===== config.mk =====
export PLATFORM = sky130hd
export DESIGN_NAME = ebus_xfer_ctl
export DESIGN_NICKNAME = d
export VERILOG_FILES = /design/src/rtl/ebus_xfer_ctl.sv
export SDC_FILE = /design/constraint.sdc
export NUM_CORES = 1
export LEC_CHECK = 0
export BUFFER_PORTS_ARGS = -buffer_cell sky130_fd_sc_hd__buf_2
export CAP_MARGIN = 10
export CORE_MARGIN = 2
export CORE_UTILIZATION = 35
export CTS_CLUSTER_SIZE = 12
export DETAILED_ROUTE_END_ITERATION = 12
export MAX_ROUTING_LAYER = met4
export PLACE_DENSITY_LB_ADDON = 0.05
export SLEW_MARGIN = 20
export SYNTH_ARGS = -nofsm -noshare
export SYNTH_HDL_FRONTEND = slang
export SYNTH_SLANG_ARGS = --single-unit

===== constraint.sdc =====
create_clock -name clk -period 1.7 [get_ports clk]
set_input_delay 0.17 -clock clk [delete_from_list [all_inputs] [get_ports clk]]
set_output_delay 0.17 -clock clk [all_outputs]
set_load 0.02 [all_outputs]

===== src/rtl/ebus_xfer_ctl.sv =====
// rtl/ebus_xfer_ctl.sv - EBUS CPU I/O transfer sequencer (CONO/CONI/DATAO/DATAI)
//
// Purpose:
//   Runs one CPU I/O transfer between the EDP data path and the EBUS. The
//   controller presents the device select and function, raises demand, and
//   waits for the device transfer acknowledge. It then drops demand and waits
//   for the acknowledge to fall. Each of the two handshake waits has its own
//   bounded timeout. For writes it tells EDP when to drive AD onto the EBUS.
//   For reads it captures ebusD and pulses an AR-load strobe back to EDP.
//
// Ports:
//   clk, reset_n       clock; asynchronous active-low reset
//   start, func, dev   transfer request; accepted only in IDLE
//   abort              synchronous abandon (SETUP/DEMAND/HOLD only)
//   ebusXfer, ebusD    device acknowledge and EBUS data (bit 0 = MSB)
//   busy, done         not-idle flag; one-cycle completion pulse
//   timeout, illegal   sticky status, cleared by the next accepted start
//   ebusCS, ebusFunc   device select / function presented to the bus
//   ebusDemand         demand to the device
//   adToEBUS_L/_R      EDP drives AD halves onto the EBUS (writes)
//   ebusLatch          captured read data
//   arLoadEbus         one-cycle strobe: load AR from EBUS

module ebus_xfer_ctl #(
  parameter int TIMEOUT_CYCLES = 64,
  parameter int CNT_W          = 7
) (
  input  logic        clk,
  input  logic        reset_n,
  input  logic        start,
  input  logic [2:0]  func,
  input  logic [6:0]  dev,
  input  logic        abort,
  input  logic        ebusXfer,
  input  logic [35:0] ebusD,
  output logic        busy,
  output logic        done,
  output logic        timeout,
  output logic        illegal,
  output logic [6:0]  ebusCS,
  output logic [2:0]  ebusFunc,
  output logic        ebusDemand,
  output logic        adToEBUS_L,
  output logic        adToEBUS_R,
  output logic [35:0] ebusLatch,
  output logic        arLoadEbus
);

  typedef enum logic [2:0] {
    S_IDLE,
    S_SETUP,
    S_DEMAND,
    S_HOLD,
    S_RELEASE,
    S_DONE
  } state_e;

  localparam logic [CNT_W-1:0] CNT_LAST = CNT_W'(TIMEOUT_CYCLES - 1);

  state_e           state_q, state_d;
  logic [CNT_W-1:0] cnt_q, cnt_d;
  logic [6:0]       cs_q, cs_d;
  logic [2:0]       fn_q, fn_d;
  logic             timeout_q, timeout_d;
  logic             illegal_q, illegal_d;
  logic [35:0]      latch_q, latch_d;

  // Legal functions: bit 0 clear = write (CONO, DATAO), set = read (CONI, DATAI).
  logic is_read;
  assign is_read = fn_q[0];

  always_ff @(posedge clk or negedge reset_n) begin
    if (!reset_n) begin
      state_q   <= S_IDLE;
      cnt_q     <= '0;
      cs_q      <= '0;
      fn_q      <= '0;
      timeout_q <= 1'b0;
      illegal_q <= 1'b0;
      latch_q   <= '0;
    end else begin
      state_q   <= state_d;
      cnt_q     <= cnt_d;
      cs_q      <= cs_d;
      fn_q      <= fn_d;
      timeout_q <= timeout_d;
      illegal_q <= illegal_d;
      latch_q   <= latch_d;
    end
  end

  always_comb begin
    state_d   = state_q;
    cnt_d     = '0;           // counter restarts on every state change
    cs_d      = cs_q;
    fn_d      = fn_q;
    timeout_d = timeout_q;
    illegal_d = illegal_q;
    latch_d   = latch_q;

    case (state_q)
      S_IDLE: begin
        if (start) begin
          timeout_d = 1'b0;
          if (func[2]) begin
            illegal_d = 1'b1;
            state_d   = S_DONE;
          end else begin
            illegal_d = 1'b0;
            cs_d      = dev;
            fn_d      = func;
            state_d   = S_SETUP;
          end
        end
      end

      S_SETUP: begin
        state_d = abort ? S_RELEASE : S_DEMAND;
      end

      S_DEMAND: begin
        // Abort wins over a same-edge acknowledge: no capture, no HOLD.
        if (abort) begin
          state_d = S_RELEASE;
        end else if (ebusXfer) begin
          state_d = S_HOLD;
          if (is_read) begin
            latch_d = ebusD;
          end
        end else if (cnt_q == CNT_LAST) begin
          timeout_d = 1'b1;
          state_d   = S_RELEASE;
        end else begin
          cnt_d = cnt_q + CNT_W'(1);
        end
      end

      S_HOLD: begin
        state_d = S_RELEASE;
      end

      S_RELEASE: begin
        if (!ebusXfer) begin
          state_d = S_DONE;
        end else if (cnt_q == CNT_LAST) begin
          timeout_d = 1'b1;
          state_d   = S_DONE;
        end else begin
          cnt_d = cnt_q + CNT_W'(1);
        end
      end

      S_DONE: begin
        state_d = S_IDLE;
      end

      default: begin
        state_d = S_IDLE;
      end
    endcase

    // Bus select and function are withdrawn for the DONE cycle.
    if (state_d == S_DONE) begin
      cs_d = '0;
      fn_d = '0;
    end
  end

  logic drive_ad;
  assign drive_ad = !is_read &&
                    (state_q == S_SETUP || state_q == S_DEMAND || state_q == S_HOLD);

  assign busy       = (state_q != S_IDLE);
  assign done       = (state_q == S_DONE);
  assign timeout    = timeout_q;
  assign illegal    = illegal_q;
  assign ebusCS     = cs_q;
  assign ebusFunc   = fn_q;
  assign ebusDemand = (state_q == S_DEMAND) || (state_q == S_HOLD);
  assign adToEBUS_L = drive_ad;
  assign adToEBUS_R = drive_ad;
  assign ebusLatch  = latch_q;
  // An abort sampled during HOLD suppresses that cycle's AR load.
  assign arLoadEbus = (state_q == S_HOLD) && is_read && !abort;

endmodule


==> run metrics <==
clk sink count=57; Net Sw Frac=36.1%; run status=finished, final reports clean; Final Util=between 40% and 50%; Starting Density=36.1%; crit path capture type=flip-flop; Tot GR Track Use=between 10 and 15%; Final Critical Period=around 1600 ps; critical path startpoint=cnt_q[0]$_DFF_PN0_; Reg power frac=between 30% and 40%; residual DRC count=0; initial antenna violation count=0; reg2reg start=cnt_q[0]$_DFF_PN0_; number of enable flip-flop cells after synthesis=0; max_slew headroom=65.9%; Die H=90.2 um; area share of the largest cell type after synthesis=54.8%; setup ws final=91.1 ps; Synth warnings=0; CP Max Fanout=5; DP Worst Slack=-0.411 ps; register area share after synthesis=54.8%; layout cells sized above 1=62.2%; fraction of registers with async set or reset after synthesis=100%; Slew @ Worst Pin=508 ps; hpwl dp=around 4000 um; startpoint types=flip-flop; Final Max Slew Viols=0; largest net degree at the start of global routing=40; number of setup violations in the final report=0; worst path cell trace=ha_4, nand3_4, or3_4, a31oi_4, a21oi_1; Most used DFF post-synth=dfrtp_1; Max Fclk=622 MHz; # fillers=692; sw power=1.63 mW; IO Port Bufs=103; Std-Cell Rows=31; first-pass GRT wire length=8890 um; Logic pwr share=between 30% and 40%; Crit path arrival time=1810 ps; Die Span X=between 90 and 100 um; Clock Latency Late Sink=320 ps; root buf cell=clkbuf_8; Cell variety after synth=44; max_cap viols=0; vias in the first global route=1793; synth cell count leaders=dfrtp_1 (57), mux2_4 (30), a21oi_1 (11), mux2i_1 (9), nor2_1 (8); clock power share=roughly 24%; Crit-path slowest cell=or3_4; Synth Cell Area=2600 um^2; fin crit share=94.6%; # IOs=105; min-delay src=ebusD[24]; RSZ-0062 raised after global routing=yes; ant diodes=0; Setup Skew=around 6.2 ps; DR iter-0 viols=21; WP data required=1900 ps; syn avg cell area=~15 um^2; die area=8140 um^2; Reg clk slew, reported paths=roughly 70 ps; Syn Inst Count=172; CTS tree=yes; vias post-DR=1757; Critical Path Max Stage Delay=460 ps; Synth area leader=dfrtp_1; Remaining Overflow, GRT=0; post-synth net total=224; RePlAce Congestion=0.732; Clock H-tree levels=3; Layout area overhead=34.3%; final hold violation count=0; CTS Buf Count=9; CTS Buffer Depth=2; Leak=around 1.8 nW; Core ar.=7210 um^2; #FFs+latches synth=57; total wire length=5600 um; Vias per Instance=around 4.5; count leader, synth=dfrtp_1; P_int=2.88 mW; total power=4.52 mW; Max VDD drop=~490 uV; nets@finish=341; Pre-antenna DRT Iters=4; critical path class=reg -> reg; worst hold-check path type=in -> reg; final antenna-violating net count=0; Pwr Density=1290 nW/um^2; Synth area leaders=dfrtp_1 (55%), mux2_4 (17%), mux2i_1 (3.5%); drt wl/cell=14.3 um
-- worst max-delay path: cells and delay by family, from the launching register on --
family                     cells  cell delay [ps]
and+or+nand+nor                2              560
DFF                            1              400
AOI/OAI and AO/OA              2              360
adders and majority gates      1              170
-- power by group through the flow --
stage / registers [mW] / logic (mW) / clock network, mW
5_1_grt: 1.80 / 1.79 / 1.20
3_5_place_dp: 1.77 / 1.55 / 0
2_1_floorplan: 2.00 / 0.832 / 0
6_report: 1.77 / 1.66 / 1.09
3_3_place_gp: 1.78 / 1.54 / 0
4_1_cts: 1.76 / 1.55 / 1.12
-- cells by family (layout without fill, tap and decap cells) --
group / count (synthesis) / in the layout / share of synthesized area [%]
AOI/OAI and AO/OA: 21 / 23 / 6.01
xor gates and xnor gates: 4 / 4 / 1.35
adders and majority gates: 1 / 1 / 0.481
buffers and inverters: 13 / 133 / 5.67
DFF: 57 / 57 / 54.8
muxes: 46 / 46 / 23.8
other: 1 / 1 / 0.144
and+or+nand+nor: 29 / 29 / 7.74
-- routing by layer --
| metal | vias up | GRT usage (%) | share of wire [%] | routed length, um |
|---|---|---|---|---|
| met4 | 0 | 6.92 | 1.7 | 94 |
| met5 | - | - | 0 | 0 |
| met1 | 831 | 19.4 | 46 | 2600 |
| met2 | 71 | 19.6 | 45 | 2510 |
| li1 | 846 | - | - | - |
| met3 | 9 | 4.44 | 7.1 | 399 |
-- worst paths after layout --
check	endpoint	slack [ps]	depth (start not counted)
worst max-delay path	ebusCS[2]$_DFFE_PN0P_	90	5
worst min-delay path	ebusLatch[24]$_DFFE_PN0P_	70	2
worst max register to register	ebusCS[2]$_DFFE_PN0P_	90	5
worst min register to register	cnt_q[0]$_DFF_PN0_	490	1
max in group asynchronous	ebusLatch[18]$_DFFE_PN0P_	810	3
min in group asynchronous	ebusLatch[34]$_DFFE_PN0P_	330	2
-- stage by stage --
step / hold slack (ps) / setup TNS (ps) / instance area (um^2) / instances
finish: 70.3 / 0 / 3490 / 393
floorplan: -126 / 0 / 2600 / 172
global route: 44.3 / -12.8 / 3490 / 393
detailed placement: 159 / -0.411 / 3230 / 373
global placement: 153 / 0 / 3230 / 373
CTS: 53.8 / 0 / 3410 / 390
-- layout make-up --
class                      count  area (um^2)  share of cell area (%)
clock inverter                 5         31.3                   0.895
clock buffer                  11          141                    4.05
inverter                       2         7.51                   0.215
sequential                    57         1430                    40.9
multi-input combinational    104         1100                    31.6
timing repair buffer         115          658                    18.8
tap                           99          124                    3.54
-- layout by cell type, fill, tap and decap left out, types with 2 or more instances in the layout --
cell type and n:
mux2i_1 9, buf_12 4, buf_4 7, inv_1 2, mux2_4 30, xor2_1 3
clkinv_2 3, nor2_1 8, a21oi_1 11, mux2_2 7, o221a_2 2, nand2_1 2
a31oi_4 2, clkbuf_8 10, buf_2 103, dfrtp_1 56
-- registers in the layout, summed over array words and instances (netlist names) --
name / cells
ebusCS: 7
ebusLatch: 36
illegal: 1
cnt_q: 7
ebusFunc: 2
timeout: 1
state_q: 3
-- what timing repair did --
| item | 4_1_cts | 5_1_grt |
|---|---|---|
| buffers inserted | 0 | 1 |
| hold endpoints to repair | 18 | 0 |
| pin swaps | 1 | 3 |
| setup endpoints to repair | 9 | 13 |
| resized for setup | 0 | 10 |
| cloned | 0 | 2 |
| hold buffers | 1 | 0 |
(Power assumes the default switching activity.)
